--- src/rtl/driver_bbm_pkg.sv ---
// Shared types and constants for the half-bridge break-before-make sequencer.
package driver_bbm_pkg;

  typedef enum logic [2:0] {
    StIdle,
    StDeadT,
    StDeadB,
    StTopOn,
    StBotOn,
    StOffT,
    StOffB,
    StFault
  } bbm_state_t;

  localparam logic [1:0] FaultNone = 2'b00;
  localparam logic [1:0] FaultTop  = 2'b01;
  localparam logic [1:0] FaultBot  = 2'b10;
  localparam logic [1:0] FaultBoth = 2'b11;

  localparam int unsigned SyncStagesDefault = 2;

  function automatic int unsigned max3(int unsigned a, int unsigned b, int unsigned c);
    int unsigned m;
    m = (a > b) ? a : b;
    return (m > c) ? m : c;
  endfunction

endpackage

--- src/rtl/driver_sync.sv ---
// N-stage flop synchronizer for a single asynchronous input, async active-low reset.
module driver_sync #(
  parameter int unsigned Stages = 2
) (
  input  logic clk,
  input  logic rst_n,
  input  logic d,
  output logic q
);

  logic [Stages-1:0] ff_q;

  always_ff @(posedge clk or negedge rst_n) begin
    if (!rst_n) begin
      ff_q <= '0;
    end else begin
      ff_q <= {ff_q[Stages-2:0], d};
    end
  end

  assign q = ff_q[Stages-1];

endmodule

--- src/rtl/driver_bbm_seq.sv ---
// Break-before-make gate sequencer with dead time, min on-time/blanking and stuck-switch faults.
// Optional diode-emulation zero-cross exit on the bottom switch: define DRIVER_ZCROSS_EN.
module driver_bbm_seq
  import driver_bbm_pkg::*;
#(
  parameter int unsigned DT_W        = 6,
  parameter int unsigned TMIN_W      = 8,
  parameter int unsigned TO_W        = 8,
  parameter int unsigned SYNC_STAGES = SyncStagesDefault
) (
  input  logic              clk,
  input  logic              rst_n,
  input  logic              enable_driver,
  input  logic              ok_driver,
  input  logic              topstate,
  input  logic              botstate,
  input  logic              topswstatus,
  input  logic              botswstatus,
  input  logic              topswipeak,
  input  logic              botswzcross,
  input  logic [DT_W-1:0]   cfg_dt,
  input  logic [TMIN_W-1:0] cfg_tmin,
  input  logic [TO_W-1:0]   cfg_to,
  output logic              topswon,
  output logic              botswon,
  output logic              fault,
  output logic [1:0]        fault_code,
  output logic [2:0]        seq_state
);

  localparam int unsigned CntW = max3(DT_W, TMIN_W, TO_W);

`ifdef DRIVER_ZCROSS_EN
  localparam int unsigned NumIn = 8;
`else
  localparam int unsigned NumIn = 7;
`endif

  logic [NumIn-1:0] async_in, sync_in;
  logic enable_s, ok_s, top_s, bot_s, topsw_s, botsw_s, ipeak_s;

`ifdef DRIVER_ZCROSS_EN
  logic zcross_s;
  assign async_in = {botswzcross, topswipeak, botswstatus, topswstatus,
                     botstate, topstate, ok_driver, enable_driver};
  assign zcross_s = sync_in[7];
`else
  logic unused_zcross;
  assign async_in = {topswipeak, botswstatus, topswstatus,
                     botstate, topstate, ok_driver, enable_driver};
  assign unused_zcross = botswzcross;
`endif

  assign {ipeak_s, botsw_s, topsw_s, bot_s, top_s, ok_s, enable_s} = sync_in[6:0];

  for (genvar i = 0; i < NumIn; i++) begin : g_sync
    driver_sync #(
      .Stages(SYNC_STAGES)
    ) u_sync (
      .clk  (clk),
      .rst_n(rst_n),
      .d    (async_in[i]),
      .q    (sync_in[i])
    );
  end

  bbm_state_t      state_q, state_d;
  logic [CntW-1:0] cnt_q, cnt_d;
  logic [1:0]      code_q, code_d;
  logic            pk_lock_q, pk_lock_d;
  logic            top_q, bot_q, fault_q;
`ifdef DRIVER_ZCROSS_EN
  logic            zc_lock_q, zc_lock_d;
`endif

  logic            go, top_req, bot_req, top_ok, bot_ok, tmin_done;
  logic [CntW-1:0] dt_load, to_load, cnt_inc, cnt_dec;

  assign go        = enable_s & ok_s;
  assign top_req   = top_s & ~bot_s;
  assign bot_req   = bot_s & ~top_s;
  assign top_ok    = go & top_req & ~pk_lock_q;
`ifdef DRIVER_ZCROSS_EN
  assign bot_ok    = go & bot_req & ~zc_lock_q;
`else
  assign bot_ok    = go & bot_req;
`endif
  assign dt_load   = CntW'(cfg_dt);
  assign to_load   = CntW'(cfg_to);
  assign tmin_done = (cnt_q >= CntW'(cfg_tmin));
  assign cnt_inc   = (cnt_q == '1) ? cnt_q : cnt_q + CntW'(1);
  assign cnt_dec   = (cnt_q == '0) ? cnt_q : cnt_q - CntW'(1);

  always_comb begin
    state_d   = state_q;
    cnt_d     = cnt_q;
    code_d    = code_q;
    // Locks release once the requesting phase input has been seen low.
    pk_lock_d = pk_lock_q & top_s;
`ifdef DRIVER_ZCROSS_EN
    zc_lock_d = zc_lock_q & bot_s;
`endif
    case (state_q)
      StIdle: begin
        if (top_ok && !botsw_s) begin
          state_d = StDeadT;
          cnt_d   = dt_load;
        end else if (bot_ok && !topsw_s) begin
          state_d = StDeadB;
          cnt_d   = dt_load;
        end
      end
      StDeadT: begin
        if (!top_ok) begin
          state_d = StIdle;
        end else if (cnt_q == '0) begin
          state_d = StTopOn;
        end else begin
          cnt_d = cnt_dec;
        end
      end
      StDeadB: begin
        if (!bot_ok) begin
          state_d = StIdle;
        end else if (cnt_q == '0) begin
          state_d = StBotOn;
        end else begin
          cnt_d = cnt_dec;
        end
      end
      StTopOn: begin
        if (!go) begin
          state_d = StOffT;
          cnt_d   = to_load;
        end else if (tmin_done && (!top_req || ipeak_s)) begin
          state_d = StOffT;
          cnt_d   = to_load;
          if (top_req) pk_lock_d = 1'b1;
        end else begin
          cnt_d = cnt_inc;
        end
      end
      StBotOn: begin
        if (!go || (tmin_done && !bot_req)) begin
          state_d = StOffB;
          cnt_d   = to_load;
`ifdef DRIVER_ZCROSS_EN
        end else if (tmin_done && zcross_s) begin
          state_d   = StOffB;
          cnt_d     = to_load;
          zc_lock_d = 1'b1;
`endif
        end else begin
          cnt_d = cnt_inc;
        end
      end
      StOffT: begin
        if (!topsw_s) begin
          state_d = StIdle;
          if (bot_ok) begin
            state_d = StDeadB;
            cnt_d   = dt_load;
          end
        end else if (cnt_q <= CntW'(1)) begin
          // A zero timeout still allows the one OFF cycle before faulting.
          state_d = StFault;
          code_d  = FaultTop;
        end else begin
          cnt_d = cnt_dec;
        end
      end
      StOffB: begin
        if (!botsw_s) begin
          state_d = StIdle;
          if (top_ok) begin
            state_d = StDeadT;
            cnt_d   = dt_load;
          end
        end else if (cnt_q <= CntW'(1)) begin
          state_d = StFault;
          code_d  = FaultBot;
        end else begin
          cnt_d = cnt_dec;
        end
      end
      StFault: begin
        if (!enable_s && !topsw_s && !botsw_s) begin
          state_d = StIdle;
          code_d  = FaultNone;
          cnt_d   = '0;
        end
      end
      default: state_d = StIdle;
    endcase

    if (topsw_s && botsw_s && (state_q != StFault)) begin
      state_d = StFault;
      code_d  = FaultBoth;
    end
  end

  always_ff @(posedge clk or negedge rst_n) begin
    if (!rst_n) begin
      state_q   <= StIdle;
      cnt_q     <= '0;
      code_q    <= FaultNone;
      pk_lock_q <= 1'b0;
      top_q     <= 1'b0;
      bot_q     <= 1'b0;
      fault_q   <= 1'b0;
`ifdef DRIVER_ZCROSS_EN
      zc_lock_q <= 1'b0;
`endif
    end else begin
      state_q   <= state_d;
      cnt_q     <= cnt_d;
      code_q    <= code_d;
      pk_lock_q <= pk_lock_d;
      top_q     <= (state_d == StTopOn);
      bot_q     <= (state_d == StBotOn);
      fault_q   <= (state_d == StFault);
`ifdef DRIVER_ZCROSS_EN
      zc_lock_q <= zc_lock_d;
`endif
    end
  end

  assign topswon    = top_q & ~bot_q;
  assign botswon    = bot_q & ~top_q;
  assign fault      = fault_q;
  assign fault_code = code_q;
  assign seq_state  = state_q;

endmodule

--- config.mk ---
export PLATFORM = sky130hd
export DESIGN_NAME = driver_bbm_seq
export DESIGN_NICKNAME = d
export VERILOG_FILES = /design/src/rtl/driver_bbm_pkg.sv /design/src/rtl/driver_sync.sv /design/src/rtl/driver_bbm_seq.sv
export SDC_FILE = /design/constraint.sdc
export NUM_CORES = 1
export LEC_CHECK = 0
export CAP_MARGIN = 10
export CORE_ASPECT_RATIO = 1.25
export CORE_MARGIN = 8
export CORE_UTILIZATION = 45
export CTS_BUF_LIST = sky130_fd_sc_hd__clkbuf_16
export DETAILED_ROUTE_END_ITERATION = 7
export PLACE_DENSITY = 0.73
export REMOVE_ABC_BUFFERS = 1
export SLEW_MARGIN = 5
export SYNTH_ARGS = -nofsm -noshare
export SYNTH_HDL_FRONTEND = slang
export SYNTH_SLANG_ARGS = --single-unit
export TNS_END_PERCENT = 20
--- constraint.sdc ---
create_clock -name clk -period 4.56 [get_ports clk]
set_clock_uncertainty 0.2 [all_clocks]
set_input_delay 0.456 -clock clk [delete_from_list [all_inputs] [get_ports clk]]
set_output_delay 0.456 -clock clk [all_outputs]
set_load 0.02 [all_outputs]
==> results.sh <==
export IMPL_dr_pass1_iters=4
export IMPL_worst_slew_pin_slew_ns=0.8995
export IMPL_cts_buffer_depth=2
export IMPL_overflow=0
export IMPL_syn_to_final_growth_pct=21.86
export IMPL_die_w_microns=81.76
export IMPL_rows=30
export IMPL_track_usage=0.1540
export IMPL_nNetsFinal=350
export IMPL_clock_sinks=31
export IMPL_worstSkewPairLatency_ns=0.28
export IMPL_leakage_uw=0.001211
export IMPL_synth_seq_area_share=0.3189
export IMPL_powerDensity_mw_per_mm2=655.0
export IMPL_critPathKind="reg2reg"
export IMPL_synth_ff_type="dfrtp_1"
export IMPL_startpoint="seq_state[0]"
export IMPL_dr_first_iter_drc_count=137
export IMPL_peakVddDrop_mv=0.3757
export IMPL_final_antenna_net_count=0
export IMPL_cts_made_buffers=5
export IMPL_swShare=0.4624
export IMPL_wl_per_cell_microns=16.51
export IMPL_p_comb_frac=0.541
export IMPL_synthTopCellsByCount="dfrtp_1 (31), nand2_1 (22), inv_1 (17), nor2_1 (17)"
export IMPL_hold_viol=0
export IMPL_hold_class="reg2reg"
export IMPL_status="finished clean"
export IMPL_cts_tree="yes"
export IMPL_crit_fanout=27
export IMPL_rsz0062_at_grt="no"
export IMPL_yosysMostFrequentCell="dfrtp_1"
export IMPL_synth_edff_count=0
export IMPL_hold_depth=0
export IMPL_power_share_sequential=0.285
export IMPL_grt_max_degree=32
export IMPL_fillers=498
export IMPL_reg2regPathDepth=7
export IMPL_wl_microns=6124
export IMPL_finalCritPeriodShare=0.6794
export IMPL_post_cts_setup_buffers=0
export IMPL_worstPathRequired_ns=4.54
export IMPL_reg2reg_from="seq_state[0]"
export IMPL_hold_end="g_sync[1].u_sync.ff_q[1]"
export IMPL_postCtsHoldBufs=0
export IMPL_start_kind="flop"
export IMPL_ff2ff_setup_slack_ns=1.46
export IMPL_internal_power_uw=1044
export IMPL_cts_root_buf="clkbuf_16"
export IMPL_r2r_end="cnt_q[2]"
export IMPL_io_pins=40
export IMPL_drive_gt1_frac=0.09446
export IMPL_fmax_ghz=0.3228
export IMPL_post_dp_hpwl_microns=4540
export IMPL_end_kind="flop"
export IMPL_cpMaxStageDelayCell="dfrtp_1"
export IMPL_holdCritStartpoint="g_sync[1].u_sync.ff_q[0]"
export IMPL_clk_pin_slew_ns=0.06
export IMPL_netlist_top_cells_area="dfrtp_1 (32%), ha_1 (6.2%), nand2_1 (3.4%)"
export IMPL_max_slew_margin_rel=0.3957
export IMPL_maxCapViolCount=0
export IMPL_route_detailed_drc=0
export IMPL_yosysTopAreaCellShare=0.3189
export IMPL_dpl_instance_area_sq_mm=0.002815
export IMPL_design_area_sq_mm=0.002964
export IMPL_clock_power_share=0.174
export IMPL_synthDistinctLibCells=68
export IMPL_io_buffers=38
export IMPL_setup_violations=0
export IMPL_syn_area_sq_mm=0.002432
export IMPL_initial_core_util=0.4563
export IMPL_cts_resized_gates=0
export IMPL_post_synth_cell_area_avg_sq_um=8.813
export IMPL_yosys_register_bits=31
export IMPL_yosysTopAreaCell="dfrtp_1"
export IMPL_dieHeight_microns=98.20
export IMPL_grt_pass1_vias=2114
export IMPL_gp_congestion=0.8581
export IMPL_via_per_inst=5.941
export IMPL_netlist_instances=276
export IMPL_slew_viol_final=0
export IMPL_core_area_sq_mm=0.005330
export IMPL_synth_warnings=0
export IMPL_cp_cell_sequence="nand3b_1, a2bb2oi_1, o32ai_2, nor3_1, buf_4, nor2_1, a221oi_2"
export IMPL_switching_power_uw=897.9
export IMPL_hold_slack_ns=0.1407
export IMPL_diodes=0
export IMPL_worst_path_largest_cell_delay_ns=0.88
export IMPL_arrival_ns=3.08
export IMPL_num_vias=2204
export IMPL_fin_tns_setup_ns=0
export IMPL_period_needed_ns=3.098
export IMPL_cts_max_level=2
export IMPL_dieArea_sq_mm=0.008029
export IMPL_async_reset_ff_frac=1.000
export IMPL_grt_pass1_wl_microns=9942
export IMPL_antenna_found_initial=0
final cells by class:
type	instances	area, sq um	share of cell area
flip-flops and latches	31	775.7	0.2617
well taps	64	80.08	0.02702
clock inverters	3	23.77	0.008020
clock buffers	5	125.1	0.04221
multi-input cells	211	1500	0.5061
inverters	17	63.81	0.02153
repair buffers	40	395.4	0.1334
state kept, by name (all words and copies together), names as in the netlist:
register            count
fault                   1
fault_code              2
g_sync.u_sync.ff_q     14
cnt_q                   8
seq_state               3
pk_lock_q               1
bot_q                   1
top_q                   1
layout by cell type (no fill, tap or decap), types with 3 or more instances in the layout:
| cell | n |
|---|---|
| o22ai_1 | 4 |
| ha_1 | 12 |
| nand2_1 | 22 |
| nor3b_1 | 3 |
| a222oi_1 | 5 |
| and2_1 | 3 |
| clkdlybuf4s50_1 | 38 |
| xor2_1 | 3 |
| xnor2_1 | 3 |
| nor2_1 | 17 |
| nor2b_1 | 8 |
| clkbuf_16 | 5 |
| a31oi_1 | 7 |
| nand3_1 | 12 |
| or2_1 | 3 |
| nor3_1 | 7 |
| inv_1 | 17 |
| nand4_1 | 3 |
| o211ai_1 | 3 |
| dfrtp_1 | 31 |
| mux2i_1 | 5 |
| o21ai_1 | 5 |
| mux2_2 | 3 |
| nand2b_1 | 10 |
| a21oi_1 | 12 |
| o21ai_0 | 11 |
through the flow:
| step | setup slack [ns] | util | total power (uW) | instances |
|---|---|---|---|---|
| CTS | 1.438 | 0.5561 | 1949 | 371 |
| finish | 1.462 | 0.5561 | 1942 | 371 |
| floorplan | 1.561 | - | 1284 | 259 |
| global route | 1.223 | 0.5561 | 2087 | 371 |
| global placement | 1.468 | 0.5282 | 1582 | 363 |
| detailed placement | 1.438 | 0.5282 | 1605 | 363 |
worst max-delay path: cells and delay by family (launching register included):
family,cells,cell delay (ns)
DFF,1,0.88
buffers and inverters,1,0.29
AOI/OAI and AO/OA,3,0.55
and+or+nand+nor,3,1.09
power groups by stage:
stage	clock, uW	combinational, uW	sequential [uW]
6_report	337	1050	553
3_3_place_gp	0	1030	550
3_5_place_dp	0	1050	554
5_1_grt	355	1160	573
4_1_cts	343	1060	550
2_1_floorplan	0	756	527
worst max path at each step:
stage | endpoint | slack, ns | cells past startpoint
floorplan | cnt_q[0] | 1.56 | 6
global placement | cnt_q[2] | 1.47 | 9
detailed placement | cnt_q[2] | 1.44 | 9
CTS | cnt_q[2] | 1.44 | 7
global route | cnt_q[2] | 1.22 | 7
finish | cnt_q[2] | 1.46 | 7
cells by family (layout without fill, tap and decap cells):
group	after synthesis	count (layout)	synth area share
xor gates and xnor gates	6	6	0.02161
buffers and inverters	34	65	0.06430
muxes	8	8	0.03446
AOI/OAI and AO/OA	77	77	0.2418
and+or+nand+nor	108	108	0.2572
adders and majority gates	12	12	0.06173
DFF	31	31	0.3189
metal layers:
metal / vias to the layer above / GRT usage / part of all wire
met3: 8 / 0.04504 / 0.085
met5: - / 0 / 0
met1: 1029 / 0.1934 / 0.42
met4: 0 / 0.05556 / 0.015
met2: 86 / 0.2400 / 0.48
li1: 1081 / - / -
Note: power is estimated with default switching activity, not from simulation.
